$ cat config.mk
export PLATFORM = sky130hd
export DESIGN_NAME = pipelined_adder_flat
export DESIGN_NICKNAME = d
export VERILOG_FILES = /design/src/rtl/adder_pkg.sv /design/src/rtl/pipelined_adder_if.sv /design/src/rtl/adder_chunk.sv /design/src/rtl/pipelined_adder.sv /design/src/flat_wrapper.sv
export SDC_FILE = /design/constraint.sdc
export NUM_CORES = 1
export LEC_CHECK = 0
export CAP_MARGIN = 20
export CORE_MARGIN = 2
export CORE_UTILIZATION = 45
export DETAILED_ROUTE_END_ITERATION = 8
export PLACE_DENSITY = 0.73
export SYNTH_ARGS = -nofsm -noshare
export SYNTH_HDL_FRONTEND = slang
export SYNTH_SLANG_ARGS = --single-unit
export TNS_END_PERCENT = 1
$ cat constraint.sdc
create_clock -name clk -period 4.07 [get_ports clk]
set_input_delay 0.814 -clock clk [delete_from_list [all_inputs] [get_ports clk]]
set_output_delay 0.814 -clock clk [all_outputs]
set_load 0.01 [all_outputs]
$ cat src/rtl/adder_pkg.sv
// Shared definitions for the chunked pipelined adder.
package adder_pkg;

  localparam logic MODE_ADD = 1'b0;
  localparam logic MODE_SUB = 1'b1;

endpackage

$ cat src/rtl/pipelined_adder_if.sv
// Operand/result handshake bundle for pipelined_adder.
interface pipelined_adder_if #(
  parameter int WIDTH = 16
);

  logic             in_valid;
  logic             in_ready;
  logic [WIDTH-1:0] a;
  logic [WIDTH-1:0] b;
  logic             mode;
  logic             out_valid;
  logic             out_ready;
  logic [WIDTH-1:0] sum;
  logic             carry_out;
  logic             overflow;

  modport master (
    output in_valid, a, b, mode, out_ready,
    input  in_ready, out_valid, sum, carry_out, overflow
  );

  modport slave (
    input  in_valid, a, b, mode, out_ready,
    output in_ready, out_valid, sum, carry_out, overflow
  );

endinterface

$ cat src/rtl/adder_chunk.sv
// Combinational CHUNK-bit ripple adder; also exposes the carry into its top bit
// so the last stage can derive signed overflow.
module adder_chunk #(
  parameter int CHUNK = 4
) (
  input  logic [CHUNK-1:0] a,
  input  logic [CHUNK-1:0] b,
  input  logic             cin,
  output logic [CHUNK-1:0] s,
  output logic             cout,
  output logic             cmsb
);

  always_comb begin
    logic carry;
    carry = cin;
    s     = '0;
    cmsb  = 1'b0;
    for (int i = 0; i < CHUNK; i++) begin
      if (i == CHUNK - 1) cmsb = carry;
      s[i]  = a[i] ^ b[i] ^ carry;
      carry = (a[i] & b[i]) | (carry & (a[i] ^ b[i]));
    end
    cout = carry;
  end

endmodule

$ cat src/rtl/pipelined_adder.sv
// Add/subtract split into WIDTH/CHUNK carry-registered stages; the whole pipe
// advances together and stalls when the output is held.
module pipelined_adder
  import adder_pkg::*;
#(
  parameter int WIDTH = 16,
  parameter int CHUNK = 4
) (
  input logic              clk,
  input logic              rst,
  pipelined_adder_if.slave bus
);

  localparam int STAGES = (CHUNK > 0) ? WIDTH / CHUNK : 1;

  if (CHUNK < 1 || CHUNK > WIDTH || (WIDTH % CHUNK) != 0) begin : g_bad_cfg
    $error("pipelined_adder: WIDTH must be a non-zero multiple of CHUNK");
  end

  logic                          advance;
  logic [STAGES-1:0][WIDTH-1:0]  src_as;
  logic [STAGES-1:0][WIDTH-1:0]  src_b;
  logic [STAGES-1:0]             src_c;
  logic [STAGES-1:0]             src_v;
  logic [STAGES-1:0][CHUNK-1:0]  chunk_s;
  logic [STAGES-1:0]             chunk_c;
  logic [STAGES-1:0]             chunk_m;

  logic             out_valid_q;
  logic [WIDTH-1:0] sum_q;
  logic             carry_q;
  logic             overflow_q;
  logic             unused_bits;

  assign advance      = !out_valid_q || bus.out_ready;
  assign bus.in_ready = advance;

  // src_as holds unprocessed A bits in the low end and finished sum chunks
  // shifted in from the top, so every stage consumes bits [CHUNK-1:0].
  for (genvar k = 0; k < STAGES; k++) begin : g_stage
    if (k == 0) begin : g_head
      assign src_as[0] = bus.a;
      assign src_b[0]  = bus.b ^ {WIDTH{bus.mode == MODE_SUB}};
      assign src_c[0]  = (bus.mode == MODE_SUB);
      assign src_v[0]  = bus.in_valid;
    end else begin : g_reg
      logic [WIDTH-1:0] as_q;
      logic [WIDTH-1:0] b_q;
      logic             c_q;
      logic             v_q;

      always_ff @(posedge clk or posedge rst) begin
        if (rst) begin
          as_q <= '0;
          b_q  <= '0;
          c_q  <= 1'b0;
          v_q  <= 1'b0;
        end else if (advance) begin
          as_q <= WIDTH'({chunk_s[k-1], src_as[k-1]} >> CHUNK);
          b_q  <= src_b[k-1] >> CHUNK;
          c_q  <= chunk_c[k-1];
          v_q  <= src_v[k-1];
        end
      end

      assign src_as[k] = as_q;
      assign src_b[k]  = b_q;
      assign src_c[k]  = c_q;
      assign src_v[k]  = v_q;
    end

    adder_chunk #(.CHUNK(CHUNK)) u_chunk (
      .a    (src_as[k][CHUNK-1:0]),
      .b    (src_b[k][CHUNK-1:0]),
      .cin  (src_c[k]),
      .s    (chunk_s[k]),
      .cout (chunk_c[k]),
      .cmsb (chunk_m[k])
    );
  end

  always_ff @(posedge clk or posedge rst) begin
    if (rst) begin
      out_valid_q <= 1'b0;
      sum_q       <= '0;
      carry_q     <= 1'b0;
      overflow_q  <= 1'b0;
    end else if (advance) begin
      out_valid_q <= src_v[STAGES-1];
      sum_q       <= WIDTH'({chunk_s[STAGES-1], src_as[STAGES-1]} >> CHUNK);
      carry_q     <= chunk_c[STAGES-1];
      overflow_q  <= chunk_c[STAGES-1] ^ chunk_m[STAGES-1];
    end
  end

  // Only the last stage's MSB carry and low B bits matter.
  assign unused_bits = ^{chunk_m, src_b[STAGES-1]};

  assign bus.out_valid = out_valid_q;
  assign bus.sum       = sum_q;
  assign bus.carry_out = carry_q;
  assign bus.overflow  = overflow_q;

endmodule

$ cat src/flat_wrapper.sv
// flat-port wrapper written by rule: the top's interface ports become plain ports
module pipelined_adder_flat import adder_pkg::*;
#(
  parameter int WIDTH = 16,
  parameter int CHUNK = 4
)
  (clk, rst, bus_in_valid, bus_a, bus_b, bus_mode, bus_out_ready, bus_in_ready, bus_out_valid, bus_sum, bus_carry_out, bus_overflow);
  pipelined_adder_if #(.WIDTH(WIDTH)) bus_i ();
  input logic clk;
  input logic rst;
  input wire logic [$bits(bus_i.in_valid)-1:0] bus_in_valid;
  input wire logic [$bits(bus_i.a)-1:0] bus_a;
  input wire logic [$bits(bus_i.b)-1:0] bus_b;
  input wire logic [$bits(bus_i.mode)-1:0] bus_mode;
  input wire logic [$bits(bus_i.out_ready)-1:0] bus_out_ready;
  output wire logic [$bits(bus_i.in_ready)-1:0] bus_in_ready;
  output wire logic [$bits(bus_i.out_valid)-1:0] bus_out_valid;
  output wire logic [$bits(bus_i.sum)-1:0] bus_sum;
  output wire logic [$bits(bus_i.carry_out)-1:0] bus_carry_out;
  output wire logic [$bits(bus_i.overflow)-1:0] bus_overflow;
  assign bus_i.in_valid = bus_in_valid;
  assign bus_i.a = bus_a;
  assign bus_i.b = bus_b;
  assign bus_i.mode = bus_mode;
  assign bus_i.out_ready = bus_out_ready;
  assign bus_in_ready = bus_i.in_ready;
  assign bus_out_valid = bus_i.out_valid;
  assign bus_sum = bus_i.sum;
  assign bus_carry_out = bus_i.carry_out;
  assign bus_overflow = bus_i.overflow;
  pipelined_adder #(.WIDTH(WIDTH), .CHUNK(CHUNK)) u_core (.clk(clk), .rst(rst), .bus(bus_i));
endmodule
==> summary.md <==
| Metric | Value |
|---|---|
| Critical Path, Cell by Cell | `clkdlybuf4s50_1 > nand2b_4 > clkdlybuf4s50_1` |
| Top_reg_cell synth | `dfrtp_1` |
| Fillers | `749` |
| Post-synth ARST share | `100%` |
| Ys Warns | `0` |
| GRT overflow | `0` |
| Largest net degree at the start of global routing | `65` |
| Worst EP arrival | `2.39 ns` |
| Routed Wire Length | `6.68 mm` |
| CTS Sinks | `a little under 100` |
| Cell variety after synth | `16` |
| Outcome | `complete, no violations` |
| Post-CTS Setup Bufs | `0` |
| EDFF count, synth | `0` |
| Worst R2R Path Depth | `9` |
| H-tree depth | `3` |
| Top post-synthesis cells by area | `dfrtp_1 57%, mux2_2 20%, fa_1 7.1%` |
| Initial antenna violation count | `0` |
| Largest area contributor in the netlist | `dfrtp_1` |
| Crit-path leading delay family | `buffers and inverters` |
| Max cap viols | `0` |
| Ports | `57` |
| Combinational share of power | `37.9%` |
| Total negative slack | `0 ns` |
| Vias in the first global route | `2310` |
| Critical Path Source Type | `input port` |
| Diode count | `0` |
| Cell mode on critical path | `clkdlybuf4s50_1` |
| R2R Path End | `u_core.bus.overflow` |
| GRT Total Usage | `14.6%` |
| Critical Path Max Stage Delay | `0.79 ns` |
| Worst-margin pin slew | `~0.80 ns` |
| Clk Tree Root Cell | `clkbuf_8` |
| Max Slew Vio Count | `0` |
| Top-count cell post-synth | `dfrtp_1` |
| Hold Path Class | `flop to flop` |
| Worst-Skew Late Latency | `0.36 ns` |
| Core area | `9150 um2` |
| Clk_skew | `0.00762 ns` |
| Nets | `387` |
| Rows | `35` |
| Detail Placement HPWL | `4.64 mm` |
| DRT antenna net count | `0` |
| Seq/Total Area, Yosys | `57.5%` |
| WL per Instance | `14.8 um` |
| Die Footprint | `10200 um2` |
| Fin crit share | `78.7%` |
| Hold buffers post-CTS | `0` |
| DRT iter0 DRCs | `50` |
| Hold depth | `1` |
| Tot Pwr | `around 3.5 mW` |
| R2r setup slk | `1.70 ns` |
| Syn_area_per_cell | `roughly 15 um2` |
| Mapped Area | `4220 um2` |
| Die height | `101 um` |
| Yosys reg bits | `97` |
| Die X | `101 um` |
| Max-slew headroom | `46.5%` |
| Peak supply drop | `0.357 mV` |
| Fin. Hold Viols | `0` |
| Commonest cells in the netlist | `97 x dfrtp_1, 75 x mux2_2, 25 x inv_1, 15 x fa_1, 13 x xor2_1` |
| Internal power | `2.44 mW` |
| Req. time, crit path | `3.26 ns` |
| Slowest-stage cell, CP | `clkdlybuf4s50_1` |
| Top-area cell type share of the netlist area | `a little under three fifths` |
| Clock Power Share | `between 10% and 20%` |
| Routability cong. | `0.751` |
| DRT Pass-1 Iters | `2` |
| Post-CTS Resized | `0` |
| Crit-path max FO | `11` |
| Tmin final | `3.20 ns` |
| Area grow syn2layout | `19.2%` |
| Cells after synthesis | `278` |
| Buf/Inv on CP | `2` |
| Mapped Nets | `330` |
| Total CTS buffers | `9` |
| Total number of vias | `2189` |
| Sw Share | `30.7%` |
| F_max | `0.312 GHz` |
| Part of the power in registers | `between 40% and 50%` |
| Vias per cell | `~4.9` |
| Lkg Pwr | `2.19 nW` |
| CP Capture Type | `output port` |
| CTS tree | `done` |
| # setup viols final | `0` |
| DRC viols | `0` |
| Critical path class | `input port to output port` |
| RSZ-0062 raised after global routing | `no` |
| Hold path start | `u_core.g_stage[3].g_reg.v_q` |
| RR Startpoint | `u_core.g_stage[3].g_reg.c_q` |
| Clock Path Buffers | `2` |
| First-pass GRT wire length | `11.2 mm` |
| Number of port buffers | `56` |
| Hold EP | `u_core.bus.out_valid` |
| Clk slew on worst S/H paths | `about 0.09 ns` |
| PD cells | `between 600 and 700 nW/um2` |
| Starting Density | `a little under half` |
| Critical Path Stages | `3` |
| P_sw | `between 1 and 1.5 mW` |
| Share of layout cells above drive strength 1 | `between 30 and 40%` |
-- worst max path at each step --
stage                  startpoint                    to  slack, ns
finish              bus_out_ready          bus_in_ready       0.87
global route        bus_out_ready          bus_in_ready       0.79
CTS                 bus_out_ready          bus_in_ready       0.86
detailed placement  bus_out_ready          bus_in_ready       0.86
global placement    bus_out_ready          bus_in_ready       0.88
floorplan                     rst  u_core.bus.carry_out       0.72
-- worst reg2reg max path, cell delays in order (launching register included) --
cell and delay (ns):
dfrtp_1 0.38, fa_1 0.18, inv_1 0.06, fa_1 0.40
inv_1 0.08, fa_1 0.21, inv_1 0.08, fa_1 0.47
xnor2_1 0.15, mux2_2 0.26
-- placed cells by master (no fill, tap or decap), drive strengths merged, types with 3 or more instances in the layout --
cell type and count:
a21oi 10, nor3b 10, mux2 85, buf 5, inv 25, xor2 13, dfrtp 97, fa 15
clkbuf 11, clkdlybuf4s50 56, clkinvlp 3, xnor2 4
-- flip-flops by register name, indices dropped and copies added (netlist names) --
register / cells
u_core.g_stage.g_reg.as_q: 48
u_core.g_stage.g_reg.b_q: 24
u_core.bus.sum: 16
u_core.g_stage.g_reg.c_q: 3
u_core.g_stage.g_reg.v_q: 3
u_core.bus.carry_out: 1
u_core.bus.out_valid: 1
u_core.bus.overflow: 1
-- kinds of logic (layout without fill, tap and decap cells) --
kind of cell               Yosys count  after routing  synth area share, %
and+or+nand+nor                     12             12                 2.25
muxes                               87             87                 24.0
AOI/OAI and AO/OA                   10             10                 1.18
DFF                                 97             97                 57.5
adders and majority gates           15             15                 7.11
buffers and inverters               40            102                 4.44
xor gates and xnor gates            17             17                 3.52
-- stage by stage --
| step | utilization, % | instance area [um2] | hold WS (ns) | setup WS (ns) | instances |
|---|---|---|---|---|---|
| floorplan | - | 4220 | 0.430 | 0.722 | 278 |
| global placement | 53.2 | 4870 | 0.440 | 0.881 | 435 |
| detailed placement | 53.2 | 4870 | 0.449 | 0.859 | 435 |
| CTS | 55.0 | 5030 | 0.470 | 0.860 | 451 |
| global route | 55.0 | 5030 | 0.503 | 0.792 | 451 |
| finish | 55.0 | 5030 | 0.476 | 0.867 | 451 |
-- area by class of cell --
| class | instances | area [um2] | share of cell area (%) |
|---|---|---|---|
| clock inverters | 5 | 32.5 | 0.646 |
| well taps | 111 | 139 | 2.76 |
| repair buffers | 61 | 598 | 11.9 |
| flip-flops and latches | 97 | 2430 | 48.2 |
| multi-input cells | 141 | 1610 | 32.0 |
| clock buffers | 11 | 131 | 2.61 |
| inverters | 25 | 96.3 | 1.91 |
-- routing by layer --
| layer | share of wire (%) | track usage, % |
|---|---|---|
| met4 | 1.6 | 6.32 |
| met3 | 4.0 | 4.37 |
| met5 | 0 | 0 |
| met2 | 47 | 21.7 |
| met1 | 47 | 20.0 |
-- power by group through the flow --
stage          Sequential, mW  Clock, mW  Combinational, mW
6_report                 1.65      0.542               1.33
5_1_grt                  1.71      0.611               1.49
2_1_floorplan            1.63          0              0.940
3_3_place_gp             1.66          0               1.31
3_5_place_dp             1.68          0               1.36
4_1_cts                  1.66      0.559               1.36
Note: power is estimated with default switching activity, not from simulation.
